==> config.mk <==
export PLATFORM = sky130hd
export DESIGN_NAME = imem_loader_flat
export DESIGN_NICKNAME = d
export VERILOG_FILES = /design/src/rtl/imem_loader_if.sv /design/src/rtl/imem_loader.sv /design/src/flat_wrapper.sv
export SDC_FILE = /design/constraint.sdc
export NUM_CORES = 1
export LEC_CHECK = 0
export ABC_AREA = 1
export CORE_UTILIZATION = 57
export CTS_BUF_LIST = sky130_fd_sc_hd__clkbuf_16
export DETAILED_ROUTE_END_ITERATION = 8
export GPL_ROUTABILITY_DRIVEN = 0
export HOLD_SLACK_MARGIN = 0.05
export PLACE_DENSITY = 0.77
export SYNTH_ARGS = -nofsm -noshare
export SYNTH_HDL_FRONTEND = slang
export SYNTH_SLANG_ARGS = --single-unit
==> constraint.sdc <==
create_clock -name clk -period 4.8 [get_ports clk]
set_input_delay 0.48 -clock clk [delete_from_list [all_inputs] [get_ports clk]]
set_output_delay 0.48 -clock clk [all_outputs]
set_load 0.01 [all_outputs]
==> src/rtl/imem_loader_if.sv <==
// Byte-stream input and instruction-memory write port of the boot image loader.
// The loader is the slave; the boot source / memory side is the master.
interface imem_loader_if #(
    parameter int unsigned CPU_WIDTH   = 32,
    parameter int unsigned INSTR_WIDTH = 32
);
    logic                   start;
    logic [7:0]             byte_data;
    logic                   byte_valid;
    logic                   byte_ready;
    logic                   we;
    logic [CPU_WIDTH-1:0]   waddr;
    logic [INSTR_WIDTH-1:0] wdata;
    logic                   cpu_hold;
    logic                   done;
    logic                   err;
    logic [15:0]            words;

    modport master (
        output start, byte_data, byte_valid,
        input  byte_ready, we, waddr, wdata, cpu_hold, done, err, words
    );

    modport slave (
        input  start, byte_data, byte_valid,
        output byte_ready, we, waddr, wdata, cpu_hold, done, err, words
    );
endinterface

==> src/rtl/imem_loader.sv <==
// Boot-time instruction memory loader: header (word count), N little-endian words,
// checksum trailer. Keeps the CPU held in reset until a verified image is written.
module imem_loader #(
    parameter int unsigned DEPTH_WORDS = 1024,
    parameter logic [31:0] BASE_ADDR   = 32'h0000_0000
) (
    input  logic        clk,
    input  logic        rst,
    imem_loader_if.slave bus
);
    typedef enum logic [2:0] {IDLE, HDR, DATA, CHK, DONE, ERR} state_t;

    state_t      state, state_nxt;
    logic [1:0]  bcnt;
    logic [31:0] shreg;
    logic [31:0] csum;
    logic [15:0] n;
    logic [15:0] words;
    logic        we;
    logic [31:0] waddr;
    logic [31:0] wdata;
    logic        done;
    logic        err;
    logic        hold;

    logic        accept;
    logic        group_done;
    logic        restart;
    logic [31:0] assembled;
    logic [31:0] n_ext;

    assign bus.byte_ready = (state == HDR) || (state == DATA) || (state == CHK);
    assign accept         = bus.byte_valid && bus.byte_ready;
    assign group_done     = accept && (bcnt == 2'd3);
    // Incoming byte lands on top; after four shifts the first byte sits in [7:0].
    assign assembled      = {bus.byte_data, shreg[31:8]};
    assign n_ext          = {16'h0000, assembled[15:0]};
    assign restart        = bus.start && ((state == IDLE) || (state == DONE) || (state == ERR));

    assign bus.we       = we;
    assign bus.waddr    = waddr;
    assign bus.wdata    = wdata;
    assign bus.done     = done;
    assign bus.err      = err;
    assign bus.cpu_hold = hold;
    assign bus.words    = words;

    always_comb begin
        state_nxt = state;
        unique case (state)
            IDLE, DONE, ERR: if (bus.start) state_nxt = HDR;
            HDR: if (group_done) begin
                if (n_ext > DEPTH_WORDS)          state_nxt = ERR;
                else if (assembled[15:0] == '0)   state_nxt = CHK;
                else                              state_nxt = DATA;
            end
            DATA: if (group_done && ((words + 16'd1) == n)) state_nxt = CHK;
            CHK: if (group_done) state_nxt = (assembled == csum) ? DONE : ERR;
            default: state_nxt = IDLE;
        endcase
    end

    // Word count and checksum update on the same edge that raises we, so the
    // trailer compare already includes the final word even when it overlaps.
    always_ff @(posedge clk or posedge rst) begin
        if (rst) begin
            state <= IDLE;
            bcnt  <= '0;
            shreg <= '0;
            csum  <= '0;
            n     <= '0;
            words <= '0;
            we    <= 1'b0;
            waddr <= '0;
            wdata <= '0;
            done  <= 1'b0;
            err   <= 1'b0;
            hold  <= 1'b1;
        end else begin
            state <= state_nxt;
            we    <= 1'b0;
            done  <= (state_nxt == DONE);
            err   <= (state_nxt == ERR);
            hold  <= (state_nxt != DONE);
            if (restart) begin
                bcnt  <= '0;
                shreg <= '0;
                words <= '0;
                csum  <= '0;
            end else if (accept) begin
                bcnt  <= bcnt + 2'd1;
                shreg <= assembled;
                if (group_done && (state == HDR)) begin
                    n <= assembled[15:0];
                end
                if (group_done && (state == DATA)) begin
                    we    <= 1'b1;
                    wdata <= assembled;
                    waddr <= BASE_ADDR + {14'h0000, words, 2'b00};
                    words <= words + 16'd1;
                    csum  <= csum + assembled;
                end
            end
        end
    end
endmodule

==> src/flat_wrapper.sv <==
// flat-port wrapper written by rule: the top's interface ports become plain ports
module imem_loader_flat 
#(
    parameter int unsigned DEPTH_WORDS = 1024,
    parameter logic [31:0] BASE_ADDR   = 32'h0000_0000
)
  (clk, rst, bus_start, bus_byte_data, bus_byte_valid, bus_byte_ready, bus_we, bus_waddr, bus_wdata, bus_cpu_hold, bus_done, bus_err, bus_words);
  imem_loader_if bus_i ();
  input  logic clk;
  input  logic rst;
  input wire logic [$bits(bus_i.start)-1:0] bus_start;
  input wire logic [$bits(bus_i.byte_data)-1:0] bus_byte_data;
  input wire logic [$bits(bus_i.byte_valid)-1:0] bus_byte_valid;
  output wire logic [$bits(bus_i.byte_ready)-1:0] bus_byte_ready;
  output wire logic [$bits(bus_i.we)-1:0] bus_we;
  output wire logic [$bits(bus_i.waddr)-1:0] bus_waddr;
  output wire logic [$bits(bus_i.wdata)-1:0] bus_wdata;
  output wire logic [$bits(bus_i.cpu_hold)-1:0] bus_cpu_hold;
  output wire logic [$bits(bus_i.done)-1:0] bus_done;
  output wire logic [$bits(bus_i.err)-1:0] bus_err;
  output wire logic [$bits(bus_i.words)-1:0] bus_words;
  assign bus_i.start = bus_start;
  assign bus_i.byte_data = bus_byte_data;
  assign bus_i.byte_valid = bus_byte_valid;
  assign bus_byte_ready = bus_i.byte_ready;
  assign bus_we = bus_i.we;
  assign bus_waddr = bus_i.waddr;
  assign bus_wdata = bus_i.wdata;
  assign bus_cpu_hold = bus_i.cpu_hold;
  assign bus_done = bus_i.done;
  assign bus_err = bus_i.err;
  assign bus_words = bus_i.words;
  imem_loader #(.DEPTH_WORDS(DEPTH_WORDS), .BASE_ADDR(BASE_ADDR)) u_core (.clk(clk), .rst(rst), .bus(bus_i));
endmodule
==> results.tsv <==
metric	value	unit
Final Net Count	1187	
relative slew slack	0.246	
peak fanout along the critical path	47	
DRC	0	
CTS Root Cell	clkbuf_16	
remaining global-route overflow	0	
Worst Hold Path Cells	2	
EDFF count, synth	0	
outcome	finished, final reports clean	
CTS tree	done	
First-pass DRT Iterations	6	
Worst EP arrival	3260	ps
startpoint types	flip-flop	
Reg power frac	0.384	
hold path startpoint	u_core.bus.wdata[3]	
clock share of power	0.290	
drt initial violations	652	
most frequent cells in the layout	nand2_1 (285), dfrtp_1 (144), inv_1 (131), o21ai_0 (125), nor2_1 (81)	
via count	7537	
asr flop ratio synth	1.00	
RSZ-0062 raised after global routing	no	
Post-Route WL	21.5	mm
CTS H-tree lvls	4	
Pins Over Slew Limit	0	
largest net degree at the start of global routing	81	
Critical Path Sink Type	flip-flop	
minimum clock period	2950	ps
Tightest Hold Check Type	reg2reg	
post-CTS setup buffers	0	
Peak Freq	338	MHz
Core Box Area	13900	µm²
share of layout cells above drive strength 1	0.0416	
std cell rows	43	
Diodes inserted	0	
GRT Overall Usage	0.309	
endpoints failing hold	0	
Top delay family on crit path	simple AND/OR/NAND/NOR gates	
largest stage delay on the critical path	680	ps
pre-CTS WS	1590	ps
Max Cap Viol	0	
R2R cell count	7	
Die X	122	µm
CP required	5110	ps
hpwl dp	15.4	mm
switching power	0.00165	W
Worst-Margin Slew	1130	ps
Worst Clk Skew	10.2	ps
Power Density	459	nW/µm²
Initial Utilization	0.585	
VDD IR max	317	µV
vias in the first global route	6867	
worst r2r src	u_core.state[2]	
worst-path cell chain	inv_1 -> nand2_1 -> nor2_1 -> nand3_4 -> nand2_1 -> inv_1 -> a22o_1	
Slowest-stage cell, CP	inv_1	
wire per inst	16.1	µm
Sw Share	0.374	
Crit Path Class	reg2reg	
Seq/Total Area, Yosys	0.445	
vias per std cell	5.65	
total CTS buffers	17	
Cell Area, Synth	8160	µm²
final worst setup slack	1850	ps
cts hold-fix bufs	0	
hold endpoint	u_core.bus.wdata[3]	
Syn-to-layout area delta	17.5	%
clk sinks	145	
ANT nets after route	0	
Port Buf Inserts	80	
first-pass GRT wire length	34.8	mm
cells after synthesis	1069	
Reg-to-Reg End	u_core.csum[1]	
# IOs	97	
antenna violations before repair	0	
Yosys cell types	38	
Buffers & Inverters on Critical Path	2	
P_leak	4.59	nW
share of total power in combinational logic	0.326	
synth warn	0	
Int Pwr	0.00276	W
CTS max path bufs	2	
Reg clk slew, reported paths	60	ps
Tcrit/Tclk final	0.616	
Syn Area/Cell	7.63	µm²
CTS-repair resized insts	0	
commonest non-fill, non-tap cell in the layout	nand2_1	
setup TNS	0	ps
Die Height	122	µm
setup slack, reg-to-reg	1850	ps
Finish-stage setup viols	0	
Die ar.	14800	µm²
Yosys reg bits	145	
Post-synth top flop	dfrtp_1	
Skew-Pair Late Insertion Delay	430	ps
sequential cells by signal, indices dropped and copies added, names as in the netlist:
| name | cells |
|---|---|
| u_core.state | 3 |
| u_core.bus.done | 1 |
| u_core.bus.we | 1 |
| u_core.bcnt | 2 |
| u_core.n | 16 |
| u_core.bus.cpu_hold | 1 |
| u_core.bus.wdata | 32 |
| u_core.csum | 32 |
| u_core.bus.words | 16 |
| u_core.bus.err | 1 |
| u_core.shreg | 24 |
| u_core.bus.waddr | 16 |
worst max path at each step:
stage / cells past startpoint / end / slack, ps / startpoint
after floorplan: 1 / u_core.bcnt[0] / 430 / rst
after global placement: 5 / u_core.csum[1] / 1620 / bus_byte_valid
after detailed placement: 5 / u_core.csum[1] / 1590 / bus_byte_valid
after CTS: 7 / u_core.csum[1] / 1860 / u_core.state[2]
after global routing: 8 / u_core.csum[0] / 1520 / u_core.state[2]
final: 7 / u_core.csum[1] / 1850 / u_core.state[2]
layout make-up:
cell class | count | area [µm²]
Fill cell | 1162 | 4350
Multi-Input combinational cell | 763 | 3850
Sequential cell | 145 | 3630
Timing Repair Buffer | 83 | 823
Inverter | 131 | 498
Clock buffer | 17 | 425
Tap cell | 180 | 225
Clock inverter | 15 | 134
cell families after synthesis:
kind of cell	count (synthesis)	share of synthesized area
AO/OA/AOI/OAI	233	0.154
XOR/XNOR	15	0.0195
adder cells (fa/ha/maj)	34	0.0531
buffers and inverters	176	0.0911
flip-flops	145	0.445
other	1	0.000460
AND/OR/NAND/NOR	465	0.237
power by group through the flow:
stage	Combinational [W]	Clock (W)	Sequential (W)
4_1_cts	0.00143	0.00129	0.00169
3_3_place_gp	0.00138	0	0.00170
5_1_grt	0.00160	0.00134	0.00172
6_report	0.00144	0.00127	0.00169
2_1_floorplan	0.000854	0	0.00169
3_5_place_dp	0.00140	0	0.00171
tightest hold or removal path: stages, from the launching register on:
cell     delay [ps]
dfrtp_1         340
nand2_1          50
o21ai_0          60
synthesized netlist by cell type, drive strengths merged, types with 2 or more instances:
library cell	instances	area, µm²
nor2	85	334
nand3	60	310
nand3b	3	22.5
nand4	14	87.6
a21o	2	15.0
o211ai	5	47.5
o21a	2	15.0
o21ai	127	636
nand2	286	1080
nor4	6	37.5
a31oi	2	12.5
xnor2	7	61.3
xnor3	2	45.0
clkbuf	14	52.6
buf	31	198
o21bai	3	22.5
dfrtp	144	3600
o22ai	33	206
ha	33	413
inv	130	488
nor3	10	55.1
a21oi	57	285
xor2	6	52.6
routing by layer:
layer | routed length, µm | global-route usage | up-vias
met5 | 0 | 0 | -
met4 | 550 | 0.128 | 0
met3 | 1280 | 0.0492 | 44
met2 | 10200 | 0.495 | 340
met1 | 9470 | 0.417 | 3501
li1 | - | - | 3652
stage by stage:
stage                     hold WS (ps)  area, µm²  utilization  power (W)  cells
after floorplan                    453       8210            -    0.00255   1084
after global placement             466       9030        0.648    0.00308   1302
after detailed placement           473       9030        0.648    0.00311   1302
after CTS                          489       9590        0.688    0.00440   1334
after global routing               514       9590        0.688    0.00465   1334
final                              484       9590        0.688    0.00440   1334
Note: power is estimated with default switching activity, not from simulation.
